## src/rtl/run_debug_ctrl.sv

```systemverilog
// Run controller between the debug host command decoder and the datapath.
// Gates the datapath enable (continuous / single-step / run-to-breakpoint), confirms HLT, counts enabled cycles.
module run_debug_ctrl #(
  parameter int                   PROC_BITS        = 32,
  parameter int                   PC_BITS          = 32,
  parameter int                   CLK_COUNTER_BITS = 32,
  parameter int                   HALT_CONFIRM     = 3,
  parameter logic [PROC_BITS-1:0] HLT_WORD         = 32'hFFFF_FFFF
) (
  input  logic                        clk,
  input  logic                        rst,
  input  logic                        i_start,
  input  logic [1:0]                  i_mode,
  input  logic                        i_step,
  input  logic                        i_abort,
  input  logic                        i_bp_en,
  input  logic [PC_BITS-1:0]          i_bp_addr,
  input  logic [PC_BITS-1:0]          i_pc,
  input  logic [PROC_BITS-1:0]        i_instruction,
  input  logic                        i_send_done,
  output logic                        o_enable,
  output logic                        o_send_start,
  output logic [CLK_COUNTER_BITS-1:0] o_clk_count,
  output logic [1:0]                  o_stop_cause,
  output logic                        o_busy,
  output logic                        o_done
);

  typedef enum logic [2:0] {
    S_IDLE      = 3'd0,
    S_RUN       = 3'd1,
    S_CHECK_HLT = 3'd2,
    S_STEP_WAIT = 3'd3,
    S_STEP_EXEC = 3'd4,
    S_SEND      = 3'd5,
    S_WAIT_SEND = 3'd6,
    S_FINISH    = 3'd7
  } state_e;

  localparam logic [3:0]                  CONFIRM   = 4'(HALT_CONFIRM);
  localparam logic [CLK_COUNTER_BITS-1:0] COUNT_MAX = {CLK_COUNTER_BITS{1'b1}};
  localparam logic [CLK_COUNTER_BITS-1:0] COUNT_ONE = CLK_COUNTER_BITS'(1);

  localparam logic [1:0] CAUSE_STEP  = 2'd0;
  localparam logic [1:0] CAUSE_HALT  = 2'd1;
  localparam logic [1:0] CAUSE_BP    = 2'd2;
  localparam logic [1:0] CAUSE_ABORT = 2'd3;

  state_e                      state_q, state_d;
  logic [1:0]                  mode_q, mode_d;
  logic [3:0]                  halt_cnt_q, halt_cnt_d;
  logic [1:0]                  cause_q, cause_d;
  logic [CLK_COUNTER_BITS-1:0] count_q, count_d;

  logic       is_hlt_s;
  logic       bp_hit_s;
  logic [3:0] halt_inc_s;
  logic [3:0] step_halt_s;

  assign is_hlt_s    = (i_instruction == HLT_WORD);
  assign bp_hit_s    = (mode_q == 2'd2) && i_bp_en && (i_pc == i_bp_addr);
  assign halt_inc_s  = halt_cnt_q + 4'd1;
  assign step_halt_s = is_hlt_s ? halt_inc_s : 4'd0;

  // Moore output decode from the current state.
  always_comb begin
    o_enable     = 1'b0;
    o_send_start = 1'b0;
    o_done       = 1'b0;
    o_busy       = 1'b1;
    case (state_q)
      S_IDLE:      o_busy       = 1'b0;
      S_RUN:       o_enable     = 1'b1;
      S_CHECK_HLT: o_enable     = 1'b1;
      S_STEP_WAIT: o_enable     = 1'b0;
      S_STEP_EXEC: o_enable     = 1'b1;
      S_SEND:      o_send_start = 1'b1;
      S_WAIT_SEND: o_enable     = 1'b0;
      S_FINISH:    o_done       = 1'b1;
      default:     o_busy       = 1'b0;
    endcase
  end

  // Next-state, mode, halt-confirm counter, stop cause and cycle counter.
  always_comb begin
    state_d    = state_q;
    mode_d     = mode_q;
    halt_cnt_d = halt_cnt_q;
    cause_d    = cause_q;
    if (o_enable && (count_q != COUNT_MAX)) begin
      count_d = count_q + COUNT_ONE;
    end else begin
      count_d = count_q;
    end

    case (state_q)
      S_IDLE: begin
        if (i_start) begin
          mode_d     = (i_mode == 2'd3) ? 2'd0 : i_mode;
          count_d    = '0;
          halt_cnt_d = 4'd0;
          state_d    = (i_mode == 2'd1) ? S_STEP_WAIT : S_RUN;
        end else begin
          state_d = S_IDLE;
        end
      end
      S_RUN: begin
        if (i_abort) begin
          cause_d = CAUSE_ABORT;
          state_d = S_SEND;
        end else if (is_hlt_s) begin
          halt_cnt_d = 4'd1;
          if (CONFIRM == 4'd1) begin
            cause_d = CAUSE_HALT;
            state_d = S_SEND;
          end else begin
            state_d = S_CHECK_HLT;
          end
        end else if (bp_hit_s) begin
          cause_d = CAUSE_BP;
          state_d = S_SEND;
        end else begin
          state_d = S_RUN;
        end
      end
      // Breakpoints are deliberately not evaluated while confirming a halt.
      S_CHECK_HLT: begin
        if (i_abort) begin
          cause_d = CAUSE_ABORT;
          state_d = S_SEND;
        end else if (is_hlt_s) begin
          halt_cnt_d = halt_inc_s;
          if (halt_inc_s == CONFIRM) begin
            cause_d = CAUSE_HALT;
            state_d = S_SEND;
          end else begin
            state_d = S_CHECK_HLT;
          end
        end else begin
          halt_cnt_d = 4'd0;
          state_d    = S_RUN;
        end
      end
      S_STEP_WAIT: begin
        if (i_abort) begin
          cause_d = CAUSE_ABORT;
          state_d = S_SEND;
        end else if (i_step) begin
          state_d = S_STEP_EXEC;
        end else begin
          state_d = S_STEP_WAIT;
        end
      end
      // The halt count carries over between single steps.
      S_STEP_EXEC: begin
        halt_cnt_d = step_halt_s;
        cause_d    = (step_halt_s == CONFIRM) ? CAUSE_HALT : CAUSE_STEP;
        state_d    = S_SEND;
      end
      S_SEND: begin
        state_d = S_WAIT_SEND;
      end
      S_WAIT_SEND: begin
        if (i_send_done) begin
          state_d = (cause_q == CAUSE_STEP) ? S_STEP_WAIT : S_FINISH;
        end else begin
          state_d = S_WAIT_SEND;
        end
      end
      S_FINISH: begin
        state_d = S_IDLE;
      end
      default: begin
        state_d = S_IDLE;
      end
    endcase
  end

  // State and datapath registers with synchronous reset.
  always_ff @(posedge clk) begin
    if (rst) begin
      state_q    <= S_IDLE;
      mode_q     <= 2'd0;
      halt_cnt_q <= 4'd0;
      cause_q    <= 2'd0;
      count_q    <= '0;
    end else begin
      state_q    <= state_d;
      mode_q     <= mode_d;
      halt_cnt_q <= halt_cnt_d;
      cause_q    <= cause_d;
      count_q    <= count_d;
    end
  end

  assign o_clk_count  = count_q;
  assign o_stop_cause = cause_q;

endmodule

```

## config.mk

```make
export PLATFORM = sky130hd
export DESIGN_NAME = run_debug_ctrl
export DESIGN_NICKNAME = d
export VERILOG_FILES = /design/src/rtl/run_debug_ctrl.sv
export SDC_FILE = /design/constraint.sdc
export NUM_CORES = 1
export LEC_CHECK = 0
export CAP_MARGIN = 40
export CORE_ASPECT_RATIO = 1.5
export CORE_MARGIN = 5
export CORE_UTILIZATION = 42
export CTS_BUF_LIST = sky130_fd_sc_hd__clkbuf_2 sky130_fd_sc_hd__clkbuf_4 sky130_fd_sc_hd__clkbuf_8
export CTS_CLUSTER_SIZE = 8
export DETAILED_ROUTE_END_ITERATION = 10
export GPL_TIMING_DRIVEN = 1
export PLACE_DENSITY = 0.88
export SLEW_MARGIN = 20
export SYNTH_ARGS = -nofsm -noshare
export SYNTH_HDL_FRONTEND = slang
export SYNTH_SLANG_ARGS = --single-unit
export TNS_END_PERCENT = 10
```

## constraint.sdc

```tcl
create_clock -name clk -period 2.7 [get_ports clk]
set_input_delay 0.54 -clock clk [delete_from_list [all_inputs] [get_ports clk]]
set_output_delay 0.54 -clock clk [all_outputs]
set_load 0.02 [all_outputs]
```

Word level (Yosys, flattened, before mapping)
Cells that the tools add are included.
- bits in registers: 43
- memory bits (writable): 0
- bits in latches: 0
- bits in read-only memories: 0
- memories kept: 0
- output and inout bits: 38
- $lt $le $gt $ge: 0
- multiplexer cells: 36
- equal/unequal tests: 24
- $add $sub $neg: 2
- shift operators: 0
- div/mod/pow operators: 0
- reductions and logical operators: 11
- bitwise operators: 0
- multiply operators: 0
- operators by type and width (kind ; number):
    2-to-1 mux 32 bit ; 3
    adder 32 x 1 -> 32 bit, second input constant ; 1
    == test 32 bit ; 1
    == test 32 bit, second input constant ; 1
    != test 32 bit, second input constant ; 1
    2-to-1 mux 3 bit ; 10
    case mux 3 bit (8 select lines) ; 1
    2-to-1 mux 2 bit ; 10
    2-to-1 mux 4 bit ; 5
    case mux 4 bit (4 select lines) ; 1
    == test 3 bit, second input constant ; 4
    != test 3 bit, second input constant ; 4
    != test 2 bit, second input constant ; 5
    == test 4 x 2 -> 1 bit, second input constant ; 2
    case mux 2 bit (4 select lines) ; 1
    nonzero test 4 bit ; 2
    == test 3 x 2 -> 1 bit, second input constant ; 2
    AND reduction 6 bit ; 1
    2-to-1 mux 1 bit ; 5
    AND reduction 5 bit ; 1
    adder 4 x 1 -> 4 bit, second input constant ; 1
    == test 2 bit, second input constant ; 2
    == test 3 x 1 -> 1 bit, second input constant ; 1
    logical AND 1 bit ; 3
    other kinds (5) ; 5

Longest topological paths before layout
Gate-level depths: netlist (run 1).
- depth after elaboration: 7
- gate-level depth with buffers: 8
- depth with buffers taken out: 7

Worst setup path after synthesis (run 1)
Ideal clock, no wire load.
- kind: input-to-reg
- from: input i_instruction[1]
- to: register cause_q[1], in the netlist o_stop_cause[1]
- library setup time: 0.123 ns
- cell stages on the path: 6
- required time: 2.577 ns
- path slack: 0.390 ns
- arrival time: 2.186 ns
- cell sequence: nand4_1 > nor4_4 > nand2_2 > or4_4 > a22oi_2 > mux2_1
- longest elaborated chain between the ends: 3
- RTL lines (element ; RTL line ; RTL):
    start, declared ; 19 ; input logic [PROC_BITS-1:0] i_instruction,
    == test 32 bit * ; 60 ; assign is_hlt_s = (i_instruction == HLT_WORD);
    != test 3 bit (no source line) ; -- ;
    AND reduction 6 bit (no source line) * ; -- ;
    end signal, assigned ; 191 ; cause_q <= cause_d;
    end, declared ; 52 ; logic [1:0] cause_q, cause_d;
Every way passes the cells marked *; elsewhere a longest branch is shown, timed or not.
A chain may end at the register's enable or synchronous reset.

Worst setup path after layout (run 1)
- from: register state_q[1]
- to: output o_enable
- longest elaborated chain between the ends: 3
- RTL lines (element ; RTL line ; RTL):
    start, declared ; 49 ; state_e state_q, state_d;
    start signal, assigned ; 188 ; state_q <= state_d;
    == test 3 x 2 -> 1 bit, or another cell as far along ; 71 ; case (state_q)
    OR reduction 3 bit (no source line) * ; -- ;
    2-to-1 mux 1 bit * ; 71 ;
    end, declared ; 21 ; output logic o_enable,
Marked as above.

==> metrics.md, run 1 <==
| Metric | Value |
|---|---|
| Sw Share | 0.263 |
| Final hold vios | 0 |
| CTS Root Cell | clkbuf_8 |
| Period Utilization, post-route | 0.952 |
| Hold-fix buffers, CTS | 0 |
| Vias in the first global route | roughly 3100 |
| Async S/R FF share, synth | 0 |
| TritonCTS clock tree | yes |
| Netlist cell types | 51 |
| Top cells by area, synth | dfxtp_1, xnor2_1, xor2_1 |
| CORE AREA | 6530 sq um |
| Vias/cell | 5.49 |
| Max incr delay on CP | 0.63 ns |
| Syn_nets | ~460 |
| RSZ-0062 raised after global routing | false |
| Cell Count, Final, Fillers Out | 569 |
| Fin util | 0.678 |
| Main synth FF type | dfxtp_1 |
| First-pass GRT wire length | 14.8 mm |
| Dpl hpwl | 7.48 mm |
| Leak pwr | ~1.5 nW |
| Largest net degree at the start of global routing | 33 |
| Post-synthesis cell area | about 2800 sq um |
| Endpoints failing setup | 0 |
| Sequential share of power | 0.447 |
| Bufs on Longest Clock Path | 2 |
| I/O pin count | 143 |
| Cts bufs inserted | 5 |
| Antenna cells | 0 |
| Clock share of power | 0.277 |
| Internal power | 1.10 mW |
| CP Max Fanout | 17 |
| CP startpoint kind | flop |
| Total power | approximately 1.5 mW |
| Yosys reg bits | 43 |
| VDD IR-drop max | 0.000255 V |
| All-Layer GR Usage | 0.209 |
| P&R area growth vs syn | 57.2% |
| Initial antenna violation count | 0 |
| Max-Cap Viols | 0 |
| Comb pwr share | 0.276 |
| DR WL/cell | 15.9 um |
| Post-synth EDFFs | 0 |
| Status | finished, final reports clean |
| Initial Util | 0.431 |
| Synth Instances | 349 |
| GR Overflow Total | 0 |
| Tightest Hold Check Type | reg -> reg |
| Layout cell share with drive strength beyond 1 | 0.0527 |
| Register area share after synthesis | 0.306 |
| CTS HTree Levels | 2 |
| Mean Syn Cell Area | just over 8 sq um |
| Worst Path Arrival | 2.03 ns |
| Yosys warning count | 0 |
| Data required, critical path | ~2.2 ns |
| Die area | about 8500 sq um |
| Number of antenna-violating nets in the routed design | 0 |
| Nets@finish | 601 |
| Crit. End Element | output pin |
| Critical path type | reg -> out |
| Final Skew | 0.00440 ns |
| Vias | 3126 |
| Postcts setup bufs | 0 |
| Crit path cell chain | or3b_1 -> o21a_2 -> inv_2 -> clkdlybuf4s50_1 |
| Net switching power | 390 uW |
| Max-slew violation count | 0 |
| Placed cells | 562 |
| Die X | 76.9 um |
| CTS sink count | 43 |
| GPL Wtd Cong | 0.853 |
| DRC errors left | 0 |
| Drt total wl | approximately 9 mm |
| Clock slew at reported path FFs | 0.08 ns |
| Synth top area share | 0.306 |
| Worst slew margin | 0.637 |
| Row count | 36 |
| Drt pass-1 iters | 5 |
| Clk Latency, worst-skew pair | 0.29 ns |
| Slowest-stage cell, CP | clkdlybuf4s50_1 |
| Tightest Pin Transition | 0.535 ns |
| Period minus WS final | roughly 2.6 ns |
| Top cell type by total area after synthesis | dfxtp_1 |
| DR iter-0 viols | approximately 110 |
| Die height | around 110 um |
| Power Density | 336 nW/um^2 |
| Fmax | 0.389 GHz |
| Port buffer count | 142 |
cell type report:
class	count	area, sq um
Clock inverter	1	5.00
Timing Repair Buffer	151	1490
Clock buffer	6	82.6
Multi-Input combinational cell	285	1870
Tap cell	76	95.1
Sequential cell	43	862
Fill cell	533	2100
Inverter	7	26.3
registers in the layout, summed over array words and instances, names as in the netlist:
name / cells
o_clk_count: 32
mode_q: 2
o_stop_cause: 2
state_q: 3
halt_cnt_q: 4
critical path, delay by kind of cell, from the launching register on:
family / cells / cell delay, ns
buffers and inverters: 2 / 0.75
AND/OR/NAND/NOR: 1 / 0.42
flip-flops: 1 / 0.41
AO/OA/AOI/OAI: 1 / 0.17
cell families (layout without fill, tap and decap cells):
family	Yosys count	count (layout)	synth area share
AND/OR/NAND/NOR	175	175	0.349
XOR/XNOR	61	61	0.190
AO/OA/AOI/OAI	43	43	0.0995
flip-flops	43	43	0.306
buffers and inverters	21	165	0.0315
adder cells (fa/ha/maj)	3	3	0.0133
multiplexers	3	3	0.0111
synth_stat cells, drive strengths merged, types with 7 or more instances:
cell and count:
dfxtp 43, and3 7, clkbuf 10, nand2 23, nor2 42, xnor2 42, nand4 26, xor2 19
nand3 17, a21oi 16, and4 7, nor3 18, inv 7, nor4 8
metrics by stage:
stage	setup TNS [ns]	setup WS, ns	area (sq um)	hold slack [ns]
4_1_cts	0	0.0357	4430	0.462
2_1_floorplan	0	0.390	2820	0.432
6_report	0	0.129	4430	0.458
3_5_place_dp	-0.0969	-0.0870	4340	0.452
5_1_grt	0	0.0744	4430	0.490
3_3_place_gp	-0.0195	-0.0195	4340	0.448
cells in the final DEF, fill, tap and decap left out, types with 9 or more instances in the layout:
master and count:
nand2_1 22, nor3_1 18, buf_4 9, a21oi_1 16, nor2_1 42, xor2_1 19, nand3_1 16, nand4_1 25
xnor2_1 42, dfxtp_1 42, clkdlybuf4s50_1 142
power by group through the flow:
stage / combinational (mW) / sequential, mW / clock [mW]
2_1_floorplan: 0.174 / 0.681 / 0
3_5_place_dp: 0.409 / 0.680 / 0
4_1_cts: 0.412 / 0.664 / 0.422
3_3_place_gp: 0.402 / 0.678 / 0
6_report: 0.410 / 0.665 / 0.412
5_1_grt: 0.445 / 0.667 / 0.449
worst paths after layout:
path                  from              end  slack, ns  cells after the start
max             state_q[1]         o_enable       0.13                      4
max reg2reg  halt_cnt_q[0]  o_stop_cause[1]       0.32                      7
min              mode_q[0]        mode_q[0]       0.46                      2
min reg2reg      mode_q[0]        mode_q[0]       0.46                      2
timing repair:
| action | in CTS | in global routing |
|---|---|---|
| setup endpoints to repair | 0 | 1 |
| resized for setup | 0 | 1 |
| hold endpoints to repair | 0 | 0 |
per-layer routing:
layer	track usage	vias to the layer above	wire length, um
met3	0.0610	21	673
met4	0.0775	0	231
li1	-	1543	-
met1	0.227	1425	3360
met5	0	-	0
met2	0.382	137	4780
Power figures use the tool's default switching activity.
==> run 2: changes to the inputs <==
--- a/config.mk
+++ b/config.mk
@@ -13,7 +13,7 @@
 export CTS_CLUSTER_SIZE = 8
 export DETAILED_ROUTE_END_ITERATION = 10
 export GPL_TIMING_DRIVEN = 1
-export PLACE_DENSITY = 0.88
+export PLACE_DENSITY_LB_ADDON = 0.3
 export SLEW_MARGIN = 20
 export SYNTH_ARGS = -nofsm -noshare
 export SYNTH_HDL_FRONTEND = slang
==> run 2 against run 1 <==
  * Final area rose by 0.82%
  * Register-to-register slack improved by 0.02 ns
  * Sequential share of layout area fell by 0.19 points
  * Sequential power barely moved
  * Count of clock-buffer cells in the layout did not move
  * Die area did not move
  * Total power rose by 6.6%
  * Worst hold slack improved by 0.023 ns
  * Largest cell class unchanged
  * Largest power group unchanged
==> metrics.md, run 2 (synthesized netlist as in run 1, its figures left out) <==
| Metric | Value |
|---|---|
| Internal power | 1.20 mW (was 1.10 mW) |
| Crit path cell chain | or3b_1 -> o21a_2 -> inv_2 -> clkdlybuf4s50_1 (unchanged) |
| R2r setup slk | 0.34 ns (was 0.32 ns) |
| Worst slew margin | 0.625 (was 0.637) |
| Tightest Hold Check Type | reg -> reg (unchanged) |
| Status | finished, final reports clean (unchanged) |
| Comb pwr share | 0.258 (was 0.276) |
| Initial Util | 0.431 (unchanged) |
| GPL Wtd Cong | 0.885 (was 0.853) |
| First-pass GRT wire length | 14.2 mm (was 14.8 mm) |
| CORE AREA | 6530 sq um (unchanged) |
| Nets@finish | 602 (was 601) |
| RSZ-0062 raised after global routing | false (unchanged) |
| CTS HTree Levels | 2 (unchanged) |
| Number of antenna-violating nets in the routed design | 0 (unchanged) |
| Sw Share | 0.246 (was 0.263) |
| Worst r2r src | halt_cnt_q[0] (unchanged) |
| Worst Path Arrival | 2.05 ns (was 2.03 ns) |
| Setup TNS | 0 ns (unchanged) |
| CP Max Fanout | 9 (was 17) |
| Clock share of power | 0.323 (was 0.277) |
| Vias/cell | 5.40 (was 5.49) |
| Port buffer count | 142 (unchanged) |
| Cts bufs inserted | 5 (unchanged) |
| Die height | 110 um (unchanged) |
| Row count | 36 (unchanged) |
| Layout cell share with drive strength beyond 1 | 0.0545 (was 0.0527) |
| VDD IR-drop max | 0.000362 V (was 0.000255 V) |
| Critical path type | reg -> out (unchanged) |
| Drt pass-1 iters | 4 (was 5) |
| Period Utilization, post-route | 0.959 (was 0.952) |
| Initial antenna violation count | 0 (unchanged) |
| Worst reg2reg endpoint | o_stop_cause[1] (unchanged) |
| Crit. End Element | output pin (unchanged) |
| CP startpoint kind | flop (unchanged) |
| Bufs on Longest Clock Path | 2 (unchanged) |
| Hold-fix buffers, CTS | 0 (unchanged) |
| Fmax | 0.386 GHz (was 0.389 GHz) |
| WHS Path Cells | 2 (unchanged) |
| Net switching power | 391 uW (was 390 uW) |
| Dpl hpwl | 7.51 mm (was 7.48 mm) |
| Clk Latency, worst-skew pair | 0.29 ns (about the same) |
| Max incr delay on CP | 0.62 ns (was 0.63 ns) |
| Die area | 8480 sq um (unchanged) |
| Area occupied by multi-input gates | 1870 sq um (unchanged) |
| TritonCTS clock tree | yes (unchanged) |
| CTS Root Cell | clkbuf_8 (unchanged) |
| Sequential share of power | 0.419 (was 0.447) |
| I/O pin count | 143 (unchanged) |
| Critical path's top delay family | buffers and inverters (unchanged) |
| Final Skew | 0.00743 ns (was 0.00440 ns) |
| Antenna cells | 0 (unchanged) |
| Max reg flops | 32 (unchanged) |
| Leak pwr | 1.50 nW (was 1.49 nW) |
| Postcts setup bufs | 0 (unchanged) |
| Buffers and inverters on the worst path | 2 (unchanged) |
| Endpoints failing setup | 0 (unchanged) |
| Drt total wl | 8.97 mm (was 9.05 mm) |
| Hold path endpoint | mode_q[0] (unchanged) |
| Final hold vios | 0 (unchanged) |
| Most frequent cells in the layout | clkdlybuf4s50_1, dfxtp_1, nor2_1, xnor2_1, nand4_1 (was clkdlybuf4s50_1, nor2_1, xnor2_1, dfxtp_1, nand4_1) |
| Die X | 76.9 um (unchanged) |
| DR iter-0 viols | 146 (was 113) |
| CTS sink count | 43 (unchanged) |
| Max-Cap Viols | 0 (unchanged) |
| Data required, critical path | 2.16 ns (about the same) |
| Post_cts resized | 0 (unchanged) |
| Vias | 3081 (was 3126) |
| All-Layer GR Usage | 0.204 (was 0.209) |
| Vias in the first global route | 2985 (was 3085) |
| GR Overflow Total | 0 (unchanged) |
| Max-slew violation count | 0 (unchanged) |
| Period minus WS final | 2.59 ns (was 2.57 ns) |
| Slowest-stage cell, CP | clkdlybuf4s50_1 (unchanged) |
| Hold Path Origin | mode_q[0] (unchanged) |
| Most common cell after layout, fill and taps aside | clkdlybuf4s50_1 (unchanged) |
| DRC errors left | 0 (unchanged) |
| Largest net degree at the start of global routing | 33 (unchanged) |
| Register area | 861 sq um (was 862 sq um) |
| Clock slew at reported path FFs | 0.07 ns (was 0.08 ns) |
| Depth of the worst register-to-register path | 7 (unchanged) |
| Power Density | 355 nW/um^2 (was 336 nW/um^2) |
| DR WL/cell | 15.7 um (was 15.9 um) |
| Post-route cell area | 4460 sq um (was 4430 sq um) |
| Fill cells | 540 (was 533) |
| Tightest Pin Transition | 0.554 ns (was 0.535 ns) |
| Placed inst area | 4350 sq um (was 4340 sq um) |
| P&R area growth vs syn | 58.5% (was 57.2%) |
-- run 2: cell types whose count changed in the layout (fill, tap and decap cells not counted) --
cell	delta
dfxtp_2	-1
buf_4	+1
bufinv_16	+1
dfxtp_1	+1
-- run 2: layout make-up --
type	count	share of cell area
multi-input cells	285	0.418
well taps	76	0.0213
inverters	7	0.00589
clock inverters	2	0.00785
repair buffers	152	0.335
flip-flops and latches	43	0.193
clock buffers	6	0.0185
-- run 2: worst max path at each step --
stage	endpoint	depth (start not counted)	startpoint	slack (ns)
final	o_enable	4	state_q[0]	0.11
after global routing	o_enable	4	state_q[0]	0.03
after CTS	o_enable	4	state_q[0]	0.09
after detailed placement	o_stop_cause[1]	7	i_instruction[1]	-0.01
after global placement	o_stop_cause[1]	7	i_instruction[17]	-0.008
after floorplan	o_stop_cause[1]	6	i_instruction[1]	0.39
-- run 2: worst register-to-register path: cells and delay by family (launching register included) --
family                     cells  cell delay (ns)
and+or+nand+nor                2             0.61
DFF                            1             0.46
adders and majority gates      1             0.27
muxes                          1             0.33
AOI/OAI and AO/OA              3             0.59
-- run 2: power groups by stage --
stage | Clock, mW | Combinational, mW | Sequential, mW
6_report | 0.513 | 0.409 | 0.664
5_1_grt | 0.558 | 0.442 | 0.666
4_1_cts | 0.531 | 0.412 | 0.664
3_5_place_dp | 0 | 0.410 | 0.679
3_3_place_gp | 0 | 0.404 | 0.679
2_1_floorplan | 0 | 0.174 | 0.681
-- run 2: per-layer routing --
metal / track usage / up-vias / wire [um] / share of wire
li1: - / 1552 / - / -
met1: 0.219 / 1423 / 3370 / 0.38
met2: 0.395 / 100 / 5080 / 0.57
met3: 0.0407 / 6 / 439 / 0.049
met4: 0.0625 / 0 / 78 / 0.0087
met5: 0 / - / 0 / 0
-- run 2: per-stage QoR --
step           worst slack, ns  utilization  instances  total power [mW]  hold slack [ns]
2_1_floorplan            0.390            -        349             0.855            0.432
3_3_place_gp          -0.00757        0.665        563              1.08            0.449
3_5_place_dp           -0.0138        0.665        563              1.09            0.480
4_1_cts                 0.0923        0.683        571              1.61            0.491
5_1_grt                 0.0286        0.683        571              1.67            0.521
6_report                 0.111        0.683        571              1.59            0.482
